[src/rtl/stage_2_nbool_pipe.sv]
// Stage-2 encode/renorm: one CDF lane plus N_BOOL chained 50% boolean lanes,
// registered behind a valid/ready handshake with a 2-entry (output + skid) buffer.
module stage_2_nbool_pipe #(
  parameter int RANGE_WIDTH  = 16,
  parameter int D_SIZE       = 5,
  parameter int SYMBOL_WIDTH = 4,
  parameter int N_BOOL       = 4
) (
  input  logic                             clk,
  input  logic                             reset,
  input  logic                             in_valid,
  output logic                             in_ready,
  input  logic [RANGE_WIDTH-1:0]           UU,
  input  logic [RANGE_WIDTH-1:0]           VV,
  input  logic [RANGE_WIDTH-1:0]           in_range,
  input  logic [RANGE_WIDTH-1:0]           lut_u,
  input  logic [RANGE_WIDTH-1:0]           lut_v,
  input  logic                             COMP_mux_1,
  input  logic [N_BOOL*SYMBOL_WIDTH-1:0]   symbols,
  input  logic [N_BOOL-1:0]                bool_flags,
  output logic                             out_valid,
  input  logic                             out_ready,
  output logic [RANGE_WIDTH:0]             u,
  output logic [RANGE_WIDTH-1:0]           out_range,
  output logic [N_BOOL*RANGE_WIDTH-1:0]    pre_low,
  output logic [N_BOOL*RANGE_WIDTH-1:0]    initial_range,
  output logic [N_BOOL*D_SIZE-1:0]         out_d,
  output logic [D_SIZE+2:0]                d_total,
  output logic [N_BOOL-1:0]                bool_out,
  output logic [N_BOOL-1:0]                symbol_out,
  output logic                             COMP_mux_1_out,
  output logic                             flag_err
);

  localparam int RW = RANGE_WIDTH;
  localparam int UW = RANGE_WIDTH + 1;
  localparam int TW = D_SIZE + 3;

  typedef struct packed {
    logic [UW-1:0]          u;
    logic [RW-1:0]          rng;
    logic [N_BOOL*RW-1:0]   pre_low;
    logic [N_BOOL*RW-1:0]   init_range;
    logic [N_BOOL*D_SIZE-1:0] d;
    logic [TW-1:0]          d_total;
    logic [N_BOOL-1:0]      flags;
    logic [N_BOOL-1:0]      sym;
    logic                   comp;
  } beat_t;

  function automatic logic [D_SIZE-1:0] lzc(input logic [RW-1:0] x);
    lzc = D_SIZE'(RW);
    for (int i = 0; i < RW; i++) begin
      if (x[i]) lzc = D_SIZE'(RW - 1 - i);
    end
  endfunction

  // ---------------- CDF lane ----------------
  logic [RW-1:0]   rr;
  logic [2*RW-1:0] prod_u, prod_v;
  logic [UW-1:0]   cdf_u;
  logic [RW-1:0]   cdf_v, cdf_raw, cdf_range;
  logic [D_SIZE-1:0] cdf_d;

  always_comb begin
    rr        = in_range >> 8;
    prod_u    = {{RW{1'b0}}, rr} * {{RW{1'b0}}, UU};
    prod_v    = {{RW{1'b0}}, rr} * {{RW{1'b0}}, VV};
    cdf_u     = UW'(prod_u >> 1) + {1'b0, lut_u};
    // Only the low RW bits of v ever reach the subtraction.
    cdf_v     = RW'(prod_v >> 1) + lut_v;
    cdf_raw   = COMP_mux_1 ? (cdf_u[RW-1:0] - cdf_v) : (in_range - cdf_v);
    cdf_d     = lzc(cdf_raw);
    cdf_range = cdf_raw << cdf_d;
  end

  // ---------------- Boolean lanes (all computed, flags only select) ----------------
  logic [N_BOOL*RW-1:0]     bool_pre, bool_init, bool_rng;
  logic [N_BOOL*D_SIZE-1:0] bool_d;
  logic [N_BOOL-1:0]        bool_sym;

  always_comb begin : bool_lanes
    logic [RW-1:0] r, v, pre, raw;
    logic [1:0]    bd;
    // NOTE: every comb output gets a default before any branch, so no latch is inferred.
    bool_pre  = '0;
    bool_init = '0;
    bool_rng  = '0;
    bool_d    = '0;
    bool_sym  = '0;
    r   = in_range;
    v   = '0;
    pre = '0;
    raw = '0;
    bd  = '0;
    for (int k = 0; k < N_BOOL; k++) begin
      bool_init[k*RW +: RW] = r;
      bool_sym[k]           = symbols[k*SYMBOL_WIDTH];
      v   = ((r >> 8) << 7) + RW'(4);
      pre = r - v;
      raw = bool_sym[k] ? v : pre;
      bd  = raw[RW-1] ? 2'd0 : (raw[RW-2] ? 2'd1 : 2'd2);
      bool_pre[k*RW +: RW]      = pre;
      bool_d[k*D_SIZE +: D_SIZE] = D_SIZE'(bd);
      r = raw << bd;
      bool_rng[k*RW +: RW]      = r;
    end
  end

  // Highest set flag wins, which also covers non-thermometer patterns.
  logic [RW-1:0]            sel_range;
  logic [TW-1:0]            d_sum;
  logic [N_BOOL*D_SIZE-1:0] lane_d;

  always_comb begin
    sel_range = cdf_range;
    d_sum     = TW'(cdf_d);
    lane_d    = bool_d;
    lane_d[D_SIZE-1:0] = bool_flags[0] ? bool_d[D_SIZE-1:0] : cdf_d;
    if (bool_flags[0]) begin
      d_sum = '0;
      for (int k = 0; k < N_BOOL; k++) begin
        if (bool_flags[k]) begin
          sel_range = bool_rng[k*RW +: RW];
          d_sum     = d_sum + TW'(bool_d[k*D_SIZE +: D_SIZE]);
        end
      end
    end
  end

  beat_t beat_in;

  always_comb begin
    beat_in            = '0;
    beat_in.u          = cdf_u;
    beat_in.rng        = sel_range;
    beat_in.pre_low    = bool_pre;
    beat_in.init_range = bool_init;
    beat_in.d          = lane_d;
    beat_in.d_total    = d_sum;
    beat_in.flags      = bool_flags;
    beat_in.sym        = bool_sym;
    beat_in.comp       = COMP_mux_1;
  end

  // ---------------- Handshake: output register + skid register ----------------
  beat_t out_q, skid_q;
  logic  out_valid_q, skid_full_q, in_ready_q, flag_err_q;
  logic  accept, advance, skid_full_next, flags_ok;

  assign accept         = in_valid & in_ready_q;
  assign advance        = ~out_valid_q | out_ready;
  assign skid_full_next = advance ? (skid_full_q & accept) : (skid_full_q | accept);
  assign flags_ok       = ((bool_flags & (bool_flags + N_BOOL'(1))) == '0);

  always_ff @(posedge clk) begin
    // NOTE: state registers use non-blocking assignments so every register samples pre-edge values.
    if (reset) begin
      out_valid_q <= 1'b0;
      skid_full_q <= 1'b0;
      in_ready_q  <= 1'b0;
      flag_err_q  <= 1'b0;
      out_q       <= '0;
    end else begin
      if (advance) begin
        if (skid_full_q) begin
          out_valid_q <= 1'b1;
          out_q       <= skid_q;
        end else begin
          out_valid_q <= accept;
          if (accept) out_q <= beat_in;
        end
      end
      skid_full_q <= skid_full_next;
      in_ready_q  <= ~skid_full_next;
      if (accept && !flags_ok) flag_err_q <= 1'b1;
    end
  end

  // NOTE: skid payload has no reset; skid_full_q alone decides whether it is meaningful.
  always_ff @(posedge clk) begin
    if (accept && (!advance || skid_full_q)) skid_q <= beat_in;
  end

  assign in_ready       = in_ready_q;
  assign out_valid      = out_valid_q;
  assign u              = out_q.u;
  assign out_range      = out_q.rng;
  assign pre_low        = out_q.pre_low;
  assign initial_range  = out_q.init_range;
  assign out_d          = out_q.d;
  assign d_total        = out_q.d_total;
  assign bool_out       = out_q.flags;
  assign symbol_out     = out_q.sym;
  assign COMP_mux_1_out = out_q.comp;
  assign flag_err       = flag_err_q;

endmodule
[config.mk]
export PLATFORM = sky130hd
export DESIGN_NAME = stage_2_nbool_pipe
export DESIGN_NICKNAME = d
export VERILOG_FILES = /design/src/rtl/stage_2_nbool_pipe.sv
export SDC_FILE = /design/constraint.sdc
export NUM_CORES = 1
export LEC_CHECK = 0
export CAP_MARGIN = 20
export CORE_MARGIN = 2
export CORE_UTILIZATION = 59
export DETAILED_ROUTE_END_ITERATION = 10
export PLACE_DENSITY = 0.84
export RECOVER_POWER = 50
export SYNTH_ARGS = -nofsm -noshare
export SYNTH_HDL_FRONTEND = slang
export SYNTH_SLANG_ARGS = --single-unit
[constraint.sdc]
create_clock -name clk -period 17.6 [get_ports clk]
set_input_delay 3.52 -clock clk [delete_from_list [all_inputs] [get_ports clk]]
set_output_delay 3.52 -clock clk [all_outputs]
set_load 0.02 [all_outputs]
==> metrics.txt, run 1 <==
Post-CTS Hold Buffers=0; dominant synthesized flop cell=dfxtp_1; Setup Fix Bufs, Post-CTS=0; maxcap violations=8; Min-Delay Path Depth=2; status=finished with violations; largest net degree at the start of global routing=around 180; leading area contributor after synthesis=edfxtp_1; RSZ-0062 raised after global routing=no; worst reg2reg path startpoint=skid_full_q$_SDFF_PP0_; clk_skew=0.02580 ns; cell count after synthesis=about 3300; nets@finish=3880; clock slew at reported path FFs=~0.060 ns; actual slew at the worst max-slew pin=approximately 10 ns; relative slew slack=-595.5%; grt total ovfl=0; final setup vio count=0; Die Width=around 220 um; overall routing resource usage=about a third; CP Capture Type=register; worst min-delay path category=register to register; critical path's top delay family=compound AO/OA/AOI/OAI gates; initial antenna violation count=6; area added between synthesis and finish=16.31%; crit path launch type=primary input; die span in y=between 200 and 250 um; slowest stage cell, crit path=or4b_1; Clock Latency Late Sink=roughly 0.57 ns; H-Tree Depth=2; Core Region=47750 um^2; Async SR Flop Fraction=0%; DR iter-0 viols=about 2400; synth warn=0; hold_sp=initial_range[31]$_SDFFE_PP0P_; Fin. Hold Viols=0; top cells by area, synth=edfxtp_1 (19%), dfxtp_1 (13%), fa_1 (10%); CTS tree=yes; gp weighted congestion=0.9493; cell mode on critical path=ha_1; routed length per placed instance=between 20 and 25 um; final setup TNS=0 ns; register area share after synthesis=around a third; FF-to-FF End=skid_q[46]$_DFFE_PP_; clock root buffer=clkbuf_16; Antenna Nets Post-Route=0; hold path endpoint=initial_range[31]$_SDFFE_PP0P_; Post-synth EDFFs=between 150 and 200; DRT Pass-1 Iters=7; Max Slew Vio Count=roughly 470; Remaining DRCs=0; HPWL after DPL=66.00 mm; vias post-DR=25670; CTS Buf Count=39; FF-to-FF path depth=4; Period minus WS final=16.26 ns; final instance area=~33000 um^2; reg-to-reg setup timing slack=7.56 ns; global-route wire length before repair=roughly 140 mm; row cnt=80; maximum clock rate=61.49 MHz; Unique masters post-synth=roughly 120; period utilization=between 90% and 100%; top-area cell type share of the netlist area=18.72%; max incr delay on CP=between 0.5 and 0.6 ns; Worst Path Buf+Inv=10; ant diodes=0; CP max FO=30; clock sink total=between 300 and 400; clock buffer depth=3; synthesized area=28550 um^2; most frequent cell after synthesis=nand2_1; placed cell area=about 32000 um^2; fill count=around 3800; violated checks=max-capacitance violations, max-slew violations; I/O pin count=between 300 and 400; crit path kind=primary input to register; Initial Utilization=59.80%; Port-buffer cells=between 200 and 300; Die ar.=50160 um^2; Post-CTS Resized=0; required time of the critical path=around 18 ns; Syn Area/Cell=8.707 um^2; crit path DAT=roughly 17 ns; flops & latches, synth=360; top post-synthesis cells by count=nand2_1 (412), nor2_1 (333), inv_1 (253), a21oi_1 (203), dfxtp_1 (182); DRT Wirelength=87.98 mm; via/cell ratio=~6.2; vias in the first global route=between 20000 and 30000; layout cell share with drive strength beyond 1=between 7 and 8%
-- state kept, by name, summed over array words and instances (netlist names), 4 cells and up --
name and flops:
out_range 16, initial_range 56, skid_q 178, symbol_out 4, d_total 5, out_d 11, bool_out 4, pre_low 64
u 17
-- cell families after synthesis --
logic type	Yosys count	synth area share, %
compound gates	808	19.64
xor+xnor	133	4.080
fa+ha+maj	275	15.78
simple gates	1100	17.68
flops	360	31.48
mux	128	4.606
buf+inv	474	6.723
other cells	1	0.01313
-- worst min-delay path, stage by stage, from the launching register on --
cell     delay (ns)
dfxtp_1        0.31
nand2_1        0.05
a21oi_1        0.05
-- layout by cell type, fill, tap and decap left out, drive strengths merged, types with 10 or more instances in the layout --
cell           netlist  final
o31ai               19     19
mux2i              107    107
o21ai              157    157
and2               118    118
nand3               43     43
ha                 132    132
mux2                21     21
conb                 1     12
a21oi              209    209
a311oi              34     34
a21boi              13     13
a22oi               10     10
clkdlybuf4s50        0     79
a211oi              89     89
buf                 55     79
nor2               336    336
nand2b              22     22
nand2              413    413
nor3                62     62
o21bai              37     37
nor2b               19     19
dfxtp              182    182
o211ai              58     58
and3                14     14
a21o                38     38
a31oi               19     19
edfxtp             178    178
o21a                14     14
or3                 16     16
xnor2               94     94
xor2                39     39
dlygate4sd3          0    201
inv                264    268
clkbuf             151     71
fa                 142    142
nor4                13     13
clkinv               4     15
or2                 13     13
-- cell type report --
| cell class | count | area (um^2) | share of cell area, % |
|---|---|---|---|
| sequential | 360 | 8992 | 27.08 |
| clock inverter | 18 | 166.4 | 0.5012 |
| timing repair buffer | 376 | 3467 | 10.44 |
| inverter | 268 | 1011 | 3.045 |
| clock buffer | 54 | 1095 | 3.297 |
| tap | 615 | 769.5 | 2.317 |
| multi-input combinational | 2456 | 17700 | 53.32 |
-- worst max-delay path by stage --
stage	from	endpoint	slack, ns	cells past startpoint
2_1_floorplan	in_range[2]	d_total[2]$_SDFFE_PP0P_	3.02	55
3_3_place_gp	in_range[3]	d_total[3]$_SDFFE_PP0P_	1.56	52
3_5_place_dp	in_range[3]	d_total[3]$_SDFFE_PP0P_	1.42	52
4_1_cts	in_range[3]	d_total[3]$_SDFFE_PP0P_	1.93	52
5_1_grt	in_range[2]	d_total[0]$_SDFFE_PP0P_	0.43	52
6_report	in_range[2]	d_total[3]$_SDFFE_PP0P_	1.34	53
-- stage by stage --
stage          std cells  setup slack, ns  hold slack (ns)  util [%]
6_report            4147            1.337           0.4486     69.55
3_3_place_gp        4074            1.562           0.4410     67.06
2_1_floorplan       3290            3.023           0.5060         -
5_1_grt             4147           0.4291           0.4714     69.55
4_1_cts             4146            1.932           0.4530     69.70
3_5_place_dp        4074            1.415           0.4463     67.06
-- layer usage --
metal / routed length (um) / GRT usage (%) / vias to the layer above
met5: 64 / 0 / -
met4: 4004 / 15.16 / 10
met3: 7138 / 6.834 / 247
met2: 41190 / 57.67 / 1131
met1: 35580 / 44.41 / 12420
li1: - / - / 11860
Power of run 1 is not shown: default switching activity piles up to over one toggle a cycle in this logic, so the estimate is an artifact.
==> run 2, diff against run 1 <==
--- a/config.mk
+++ b/config.mk
@@ -7,9 +7,10 @@
 export LEC_CHECK = 0
 export CAP_MARGIN = 20
 export CORE_MARGIN = 2
-export CORE_UTILIZATION = 59
+export CORE_UTILIZATION = 60
+export CTS_BUF_LIST = sky130_fd_sc_hd__clkbuf_4 sky130_fd_sc_hd__clkbuf_8
 export DETAILED_ROUTE_END_ITERATION = 10
-export PLACE_DENSITY = 0.84
+export PLACE_DENSITY = 0.85
 export RECOVER_POWER = 50
 export SYNTH_ARGS = -nofsm -noshare
 export SYNTH_HDL_FRONTEND = slang
==> metrics.txt, run 2 (synthesis results as in run 1) <==
register cell area after layout=8992 um^2 (unchanged); final setup TNS=0 ns (unchanged); most common cell after layout, fill and taps aside=nand2_1; layout cell share with drive strength beyond 1=7.764% (+0.60 points); vias in the first global route=25280 (-0.47%); slowest stage cell, crit path=dlygate4sd3_1; Antenna Nets Post-Route=0 (unchanged); Core Region=46750 um^2 (-2.1%); clock buffer depth=3 (unchanged); crit path kind=primary input to register; Clock Latency Late Sink=0.67 ns (+0.10 ns); Max Slew Vio Count=491 (+5.1%); relative slew slack=-597.9% (-2.4 points); routed length per placed instance=21.50 um (+1.4%); vias post-DR=25840 (+0.66%); Initial Utilization=61.06% (+1.3 points); DR iter-0 viols=2315 (-2.3%); Period minus WS final=16.08 ns (-0.1844 ns); Post-CTS Hold Buffers=0 (unchanged); fill count=3619 (-3.9%); required time of the critical path=18.02 ns (+0.02 ns); row cnt=79 (-1.3%); most frequent cells in the layout=nand2_1 (412), nor2_1 (331), inv_1 (253), a21oi_1 (203), dlygate4sd3_1 (189); global-route wire length before repair=139.7 mm (+0.87%); clock sink total=360 (unchanged); CTS tree=yes; RSZ-0062 raised after global routing=no; overall routing resource usage=35.55% (+0.73 points); Setup Fix Bufs, Post-CTS=0 (unchanged); clock slew at reported path FFs=0.06 ns (about the same); maxcap violations=8 (unchanged); actual slew at the worst max-slew pin=10.47 ns (+0.03526 ns); crit path DAT=16.50 ns (-0.17 ns); gp weighted congestion=0.9476 (-0.18%); worst min-delay path category=register to register; violated checks=max-capacitance violations, max-slew violations; clk_skew=0.03430 ns (+0.008498 ns); area added between synthesis and finish=16.02%; CP Capture Type=register; Remaining DRCs=0 (unchanged); Fin. Hold Viols=0 (unchanged); via/cell ratio=6.224 (+0.56%); Post-CTS Resized=0 (unchanged); DRT Wirelength=89.26 mm (+1.5%); status=finished with violations; reg-to-reg setup timing slack=7.47 ns (-0.09 ns); H-Tree Depth=2 (unchanged); CP max FO=13 (-57%); Port-buffer cells=281 (unchanged); crit path launch type=primary input; maximum clock rate=62.19 MHz (+1.1%); final setup vio count=0 (unchanged); DRT Pass-1 Iters=6 (-1); clock root buffer=clkbuf_8; Die ar.=49340 um^2 (-1.6%); period utilization=91.36% (-1.0 points); Die Width=222.1 um (-0.82%); CTS Buf Count=60 (+54%); HPWL after DPL=66.17 mm (+0.26%); Top reg by flops=skid_q; largest net degree at the start of global routing=179 (unchanged); max incr delay on CP=0.57 ns (about the same); multi-input logic area=17710 um^2 (about the same); grt total ovfl=0 (unchanged); Final Util=70.85% (+1.3 points); nets@finish=3869 (-0.28%); initial antenna violation count=1 (-5); cell mode on critical path=ha_1; I/O pin count=306 (unchanged); max reg flops=178 (unchanged); die span in y=222.1 um (-0.82%)
[run 2: worst max-delay path: cells and delay by family]
kind / cells / cell delay (ns)
adder cells (fa/ha/maj): 5 / 1.48
AO/OA/AOI/OAI: 20 / 4.76
AND/OR/NAND/NOR: 18 / 4.50
buffers and inverters: 5 / 1.41
multiplexers: 3 / 0.81
[run 2: final cells by class]
type	count	share of cell area [%]
clock buffers	105	3.758
flip-flops and latches	360	27.15
repair buffers	344	9.768
well taps	607	2.293
multi-input cells	2456	53.48
diodes	2	0.01511
clock inverters	9	0.4873
inverters	268	3.052
[run 2: path summary, 6_finish.rpt]
kind / from / to / depth (start not counted)
hold / removal: pre_low[15]$_SDFFE_PP0P_ / pre_low[15]$_SDFFE_PP0P_ / 2
setup / recovery: in_range[2] / d_total[3]$_SDFFE_PP0P_ / 51
hold reg to reg: pre_low[15]$_SDFFE_PP0P_ / pre_low[15]$_SDFFE_PP0P_ / 2
setup reg to reg: skid_full_q$_SDFF_PP0_ / skid_q[127]$_DFFE_PP_ / 4
[run 2: metrics by stage]
step           instance area (um^2)  hold slack (ns)  std cells  setup WS (ns)
2_1_floorplan                 28590           0.5060       3290          3.023
3_3_place_gp                  31770           0.4425       4034          1.598
3_5_place_dp                  31770           0.4468       4034          1.401
4_1_cts                       33180           0.4535       4148          2.038
5_1_grt                       33120           0.4639       4149         0.5582
6_report                      33120           0.4475       4151          1.521
[run 2: routing by layer]
layer  up-vias  part of all wire, %  GRT usage (%)
met3       241                  8.0          6.547
met2      1239                   47          58.86
met1     12500                   40          45.36
met4         2                  4.6          16.15
met5         -                0.018              0
li1      11860                    -              -
Power of run 2 is left out for the same reason.
